### src/rtl/store_size_unit.sv
// store_size_unit
//   Store path from the B register to memory for sw/sh/sb. Word stores are
//   written directly. Halfword and byte stores read the aligned memory word,
//   merge the new lane(s) in, and write the whole word back.
//   The unit is started by the control FSM with a one-cycle start pulse and
//   reports completion with a one-cycle done pulse.
//
// Parameters
//   MEM_RD_LAT  cycles from mem_addr valid (mem_wr=0) to mem_rdata valid, 1..7
//
// Ports
//   clk         system clock, rising edge
//   reset_n     asynchronous active-low reset
//   start       one-cycle request, ignored while busy
//   ss_ctrl     00 word, 01 halfword, 10 byte, 11 illegal (misaligned)
//   addr        byte address from the ALU
//   reg_data    data to store; byte/half taken from the low bits
//   mem_rdata   memory read data
//   mem_addr    word-aligned memory address
//   mem_wdata   merged write word, zero outside the write cycle
//   mem_wr      write strobe, one cycle per successful store
//   busy        high from the cycle after an accepted start until DONE exits
//   done        one-cycle completion pulse
//   misaligned  valid with done; 1 means no write was performed
module store_size_unit #(
   parameter int unsigned MEM_RD_LAT = 1
) (
   input  logic        clk,
   input  logic        reset_n,
   input  logic        start,
   input  logic [1:0]  ss_ctrl,
   input  logic [31:0] addr,
   input  logic [31:0] reg_data,
   input  logic [31:0] mem_rdata,
   output logic [31:0] mem_addr,
   output logic [31:0] mem_wdata,
   output logic        mem_wr,
   output logic        busy,
   output logic        done,
   output logic        misaligned
);

   localparam logic [1:0] SS_WORD = 2'b00;
   localparam logic [1:0] SS_HALF = 2'b01;
   localparam logic [1:0] SS_BYTE = 2'b10;

   // Counter reload: READ lasts MEM_RD_LAT cycles, counting down to zero.
   localparam logic [2:0] RD_LAST = 3'(MEM_RD_LAT - 1);

   typedef enum logic [2:0] {
      S_IDLE,
      S_CHECK,
      S_READ,
      S_LATCH,
      S_WRITE,
      S_DONE
   } state_t;

   state_t      state_q;
   logic [31:0] addr_q;
   logic [1:0]  ss_q;
   logic [31:0] data_q;
   logic [2:0]  cnt_q;
   logic [31:0] mem_addr_q;
   logic [31:0] mem_wdata_q;
   logic        mem_wr_q;
   logic        busy_q;
   logic        done_q;
   logic        misaligned_q;

   logic        mis_d;
   logic [31:0] merged_d;

   always_comb begin
      mis_d = 1'b0;
      case (ss_q)
         SS_WORD: mis_d = (addr_q[1:0] != 2'b00);
         SS_HALF: mis_d = addr_q[0];
         SS_BYTE: mis_d = 1'b0;
         default: mis_d = 1'b1;
      endcase
   end

   // Little-endian lane merge: lane k occupies bits [8k+7:8k].
   always_comb begin
      merged_d = mem_rdata;
      if (ss_q == SS_HALF) begin
         merged_d[{addr_q[1], 4'b0000} +: 16] = data_q[15:0];
      end else begin
         merged_d[{addr_q[1:0], 3'b000} +: 8] = data_q[7:0];
      end
   end

   always_ff @(posedge clk or negedge reset_n) begin
      if (!reset_n) begin
         state_q      <= S_IDLE;
         addr_q       <= '0;
         ss_q         <= '0;
         data_q       <= '0;
         cnt_q        <= '0;
         mem_addr_q   <= '0;
         mem_wdata_q  <= '0;
         mem_wr_q     <= 1'b0;
         busy_q       <= 1'b0;
         done_q       <= 1'b0;
         misaligned_q <= 1'b0;
      end else begin
         case (state_q)
            S_IDLE: begin
               if (start) begin
                  addr_q  <= addr;
                  ss_q    <= ss_ctrl;
                  data_q  <= reg_data;
                  busy_q  <= 1'b1;
                  state_q <= S_CHECK;
               end
            end
            S_CHECK: begin
               if (mis_d) begin
                  misaligned_q <= 1'b1;
                  done_q       <= 1'b1;
                  state_q      <= S_DONE;
               end else begin
                  mem_addr_q <= {addr_q[31:2], 2'b00};
                  if (ss_q == SS_WORD) begin
                     mem_wdata_q <= data_q;
                     mem_wr_q    <= 1'b1;
                     state_q     <= S_WRITE;
                  end else begin
                     cnt_q   <= RD_LAST;
                     state_q <= S_READ;
                  end
               end
            end
            S_READ: begin
               if (cnt_q == 3'd0) begin
                  state_q <= S_LATCH;
               end else begin
                  cnt_q <= cnt_q - 3'd1;
               end
            end
            S_LATCH: begin
               // mem_rdata is valid in this cycle; the merged word goes straight
               // to the write-data register so WRITE presents it unchanged.
               mem_wdata_q <= merged_d;
               mem_wr_q    <= 1'b1;
               state_q     <= S_WRITE;
            end
            S_WRITE: begin
               mem_wr_q    <= 1'b0;
               mem_wdata_q <= '0;
               done_q      <= 1'b1;
               state_q     <= S_DONE;
            end
            S_DONE: begin
               done_q       <= 1'b0;
               busy_q       <= 1'b0;
               misaligned_q <= 1'b0;
               state_q      <= S_IDLE;
            end
            default: begin
               state_q <= S_IDLE;
            end
         endcase
      end
   end

   assign mem_addr   = mem_addr_q;
   assign mem_wdata  = mem_wdata_q;
   assign mem_wr     = mem_wr_q;
   assign busy       = busy_q;
   assign done       = done_q;
   assign misaligned = misaligned_q;

endmodule
### config.mk
export PLATFORM = sky130hd
export DESIGN_NAME = store_size_unit
export DESIGN_NICKNAME = d
export VERILOG_FILES = /design/src/rtl/store_size_unit.sv
export SDC_FILE = /design/constraint.sdc
export NUM_CORES = 1
export LEC_CHECK = 0
export CORE_MARGIN = 3
export CORE_UTILIZATION = 45
export CTS_CLUSTER_DIAMETER = 80
export DETAILED_ROUTE_END_ITERATION = 16
export HOLD_SLACK_MARGIN = 0.15
export MAX_ROUTING_LAYER = met4
export PLACE_DENSITY = 0.84
export SYNTH_ARGS = -nofsm -noshare
export SYNTH_HDL_FRONTEND = slang
export SYNTH_SLANG_ARGS = --single-unit
### constraint.sdc
create_clock -name clk -period 2.1 [get_ports clk]
set_input_delay 0.42 -clock clk [delete_from_list [all_inputs] [get_ports clk]]
set_output_delay 0.42 -clock clk [all_outputs]
set_load 0.05 [all_outputs]
==> flow_metrics.py <==
metrics = {
    "status": {
        "outcome": "finished, final reports clean",
    },
    "global_routing": {
        "antenna_found_initial": 0,
        "grtUsageTotal_pct": 23.2,
        "gr-total-overflow": 0,
        "grt_pass1_vias": 5647,
        "grt_max_degree": 65,
        "grt_pass1_wl_um": 29100,
    },
    "cells_and_area": {
        "antenna_cells": 0,
        "drive_gt1_share_pct": 24.9,
        "area_delta_synth_final_pct": 38.1,
        "regArea_sq_um": 3450,
        "fillers": 1099,
        "fin_cells": 918,
        "multi_input_area_sq_um": 3010,
        "nNetsFinal": 829,
        "final_area_sq_um": 9300,
    },
    "placement": {
        "port_buffers": 166,
        "dp_hpwl_um": 12600,
        "place_ws_ns": -0.350,
        "placed_cells": 884,
        "gp_congestion": 0.832,
        "post_dp_cell_area_sq_um": 8690,
    },
    "critical_path": {
        "crit_buf_inv": 1,
        "cp_slowest_cell": "clkdlybuf4s50_1",
        "cp_top_family": "buffers and inverters",
        "path_depth": 1,
        "critPathLaunchType": "register",
        "r2r_start": "addr_q[0]",
        "endpoint": "mem_wdata[17]",
        "r2r_cells": 7,
        "path_max_fanout": 2,
        "crit_start": "mem_wdata[17]",
        "required_ns": 1.68,
        "critPathMaxStageDelay_ns": 0.83,
        "r2r-end": "mem_wdata[9]",
        "reg2reg_slack_ns": 0.05,
        "crit_path_end_kind": "output port",
        "worst-setup-path-type": "reg -> out",
        "critPathArrivalTime_ns": 1.66,
        "crit_chain": "clkdlybuf4s50_1",
    },
    "floorplanning": {
        "die_w_um": 128,
        "die_h_um": 128,
        "io_pins": 169,
        "coreArea_sq_um": 14600,
        "die_area_sq_um": 16500,
        "rows": 44,
        "start_util_pct": 46.2,
    },
    "logic_synthesis": {
        "synth_edf_count": 0,
        "synthArstFlopShare_pct": 100,
        "synth_area_sq_um": 6740,
        "ys_types": 44,
        "syn_avg_cell_area_sq_um": 12.2,
        "yosys_most_used_dff": "dfrtp_1",
        "synth_cells": 550,
        "synth.area.top_cells": "dfrtp_1, mux2_2, mux2i_1",
        "synth_top_area_share_pct": 51.3,
        "synth-seq-area-share_pct": 51.3,
        "yosys_warnings": 0,
        "synth_seq_cells": 138,
        "yosysTopAreaCell": "dfrtp_1",
    },
    "clock_network": {
        "clock-sinks": 138,
        "tritoncts": "done",
        "clkTransAtPathRegs_ns": 0.06,
        "cts_inserted_buffers": 17,
        "postCtsSetupBuffers": 0,
        "cts_buffer_depth": 2,
        "h-tree-depth": 4,
        "root_buffer": "clkbuf_16",
        "clk_latency_ns": 0.42,
    },
    "power": {
        "p_comb_share_pct": 54.2,
        "p_clk_share_pct": 16.2,
        "intPower_w": 0.00970,
        "switching_share_pct": 44.0,
        "p_seq_share_pct": 29.6,
        "finalPower_w": 0.0173,
        "p_leak_nw": 3.84,
        "power.density_nw_per_um2": 1860,
        "power_switching_w": 0.00762,
        "ir_worst_vdd_mv": 1.01,
    },
    "routing": {
        "drt-vias-per-instance": 5.76,
        "drt-total-wl_um": 18300,
        "ant_nets": 0,
        "dr.pass1.iters": 6,
        "routedWlPerCell_um": 19.9,
        "drc": 0,
        "vias": 5292,
        "drtIter0Drc": 623,
    },
    "sta": {
        "worst_slew_pin_slew_ns": 0.596,
        "worst_slack_ns": 0.0223,
        "finalMaxSlewViolations": 0,
        "hold_viol_final": 0,
        "fin_skew_ns": 0.00496,
        "slew_headroom_pct": 60.3,
        "fmax_mhz": 481,
        "fin_crit_sh_pct": 98.9,
        "min_period_ns": 2.08,
        "setup_viol": 0,
    },
    "job": {
        "drv_cap": 0,
    },
    "worst_hold_path": {
        "holdPathStages": 1,
        "hold_path.class": "reg -> reg",
    },
}
cell usage in the layout, fill, tap and decap left out, drive strengths merged, types with 11 or more instances in the layout:
cell           Yosys  layout
clkdlybuf4s50      0     163
dfrtp            138     138
mux2              94      94
a21oi             62      63
nor2              39      39
buf               47      36
mux2i             32      32
a221o             24      24
a22oi             24      24
clkbuf             4      20
nand2             12      12
nor2b             11      11
sequential cells by signal, indices dropped and copies added, names as in the netlist:
register    count
addr_q         32
data_q         32
mem_wdata      32
mem_addr       30
cnt_q           3
state_q         3
ss_q            2
busy            1
done            1
mem_wr          1
misaligned      1
routing by layer:
layer / GRT usage [%] / vias up / wire length, um
li1: - / 2368 / -
met1: 28.0 / 2644 / 7330
met2: 37.2 / 251 / 8940
met3: 6.93 / 29 / 1630
met4: 8.11 / 0 / 420
met5: - / - / 0
metrics by stage:
step	util [%]	hold WS, ns	setup TNS, ns
2_1_floorplan	-	0.124	0
6_report	63.8	0.481	0
4_1_cts	63.6	0.486	0
5_1_grt	63.8	0.504	-0.00120
3_3_place_gp	59.6	0.431	-1.46
3_5_place_dp	59.6	0.444	-2.42
area by class of cell:
type,instances,area share (%)
tap,184,2.48
clock buffer,20,4.91
sequential,138,37.1
timing repair buffer,201,21.7
clock inverter,12,1.08
inverter,10,0.404
multi-input combinational,353,32.3
synthesized netlist by cell type, types with 4 or more instances:
cell type / instances
nor2_1: 39
a221o_1: 24
nor2b_1: 11
a22oi_1: 24
a21oi_2: 20
o21ai_0: 4
buf_4: 12
ha_1: 7
inv_1: 10
clkbuf_1: 4
a311o_1: 8
buf_2: 19
mux2i_1: 32
mux2_1: 12
a21oi_1: 41
dfrtp_1: 138
a32oi_1: 8
buf_1: 11
mux2_2: 82
nand2_1: 12
kinds of logic (layout without fill, tap and decap cells):
| logic type | after synthesis | in the layout | synth area share (%) |
|---|---|---|---|
| adder cells (fa/ha/maj) | 7 | 7 | 1.30 |
| XOR/XNOR | 1 | 1 | 0.130 |
| multiplexers | 126 | 126 | 20.5 |
| AND/OR/NAND/NOR | 75 | 75 | 5.74 |
| flip-flops | 138 | 138 | 51.3 |
| AO/OA/AOI/OAI | 141 | 142 | 16.0 |
| other | 1 | 2 | 0.0557 |
| buffers and inverters | 61 | 243 | 5.09 |
power groups by stage:
stage	logic, W	clock network (W)	registers [W]
final	0.00939	0.00280	0.00513
after global routing	0.0100	0.00299	0.00531
after CTS	0.00935	0.00287	0.00512
after detailed placement	0.00927	0	0.00515
after global placement	0.00896	0	0.00506
after floorplan	0.00455	0	0.00690
worst min-delay path by stage:
stage | from | endpoint | slack [ns]
finish | addr_q[26] | addr_q[26] | 0.48
floorplan | reset_n | addr_q[0] | 0.12
global placement | reset_n | mem_wdata[10] | 0.43
detailed placement | reset_n | mem_wdata[11] | 0.44
global route | addr_q[20] | addr_q[20] | 0.50
CTS | addr_q[26] | addr_q[26] | 0.49
repair_timing:
item | 4_1_cts | 5_1_grt
gates cloned | 0 | 1
resized for setup | 2 | 4
setup endpoints to repair | 8 | 23
hold buffers | 1 | 0
endpoints found under the hold margin | 55 | 0
(Power assumes the default switching activity.)
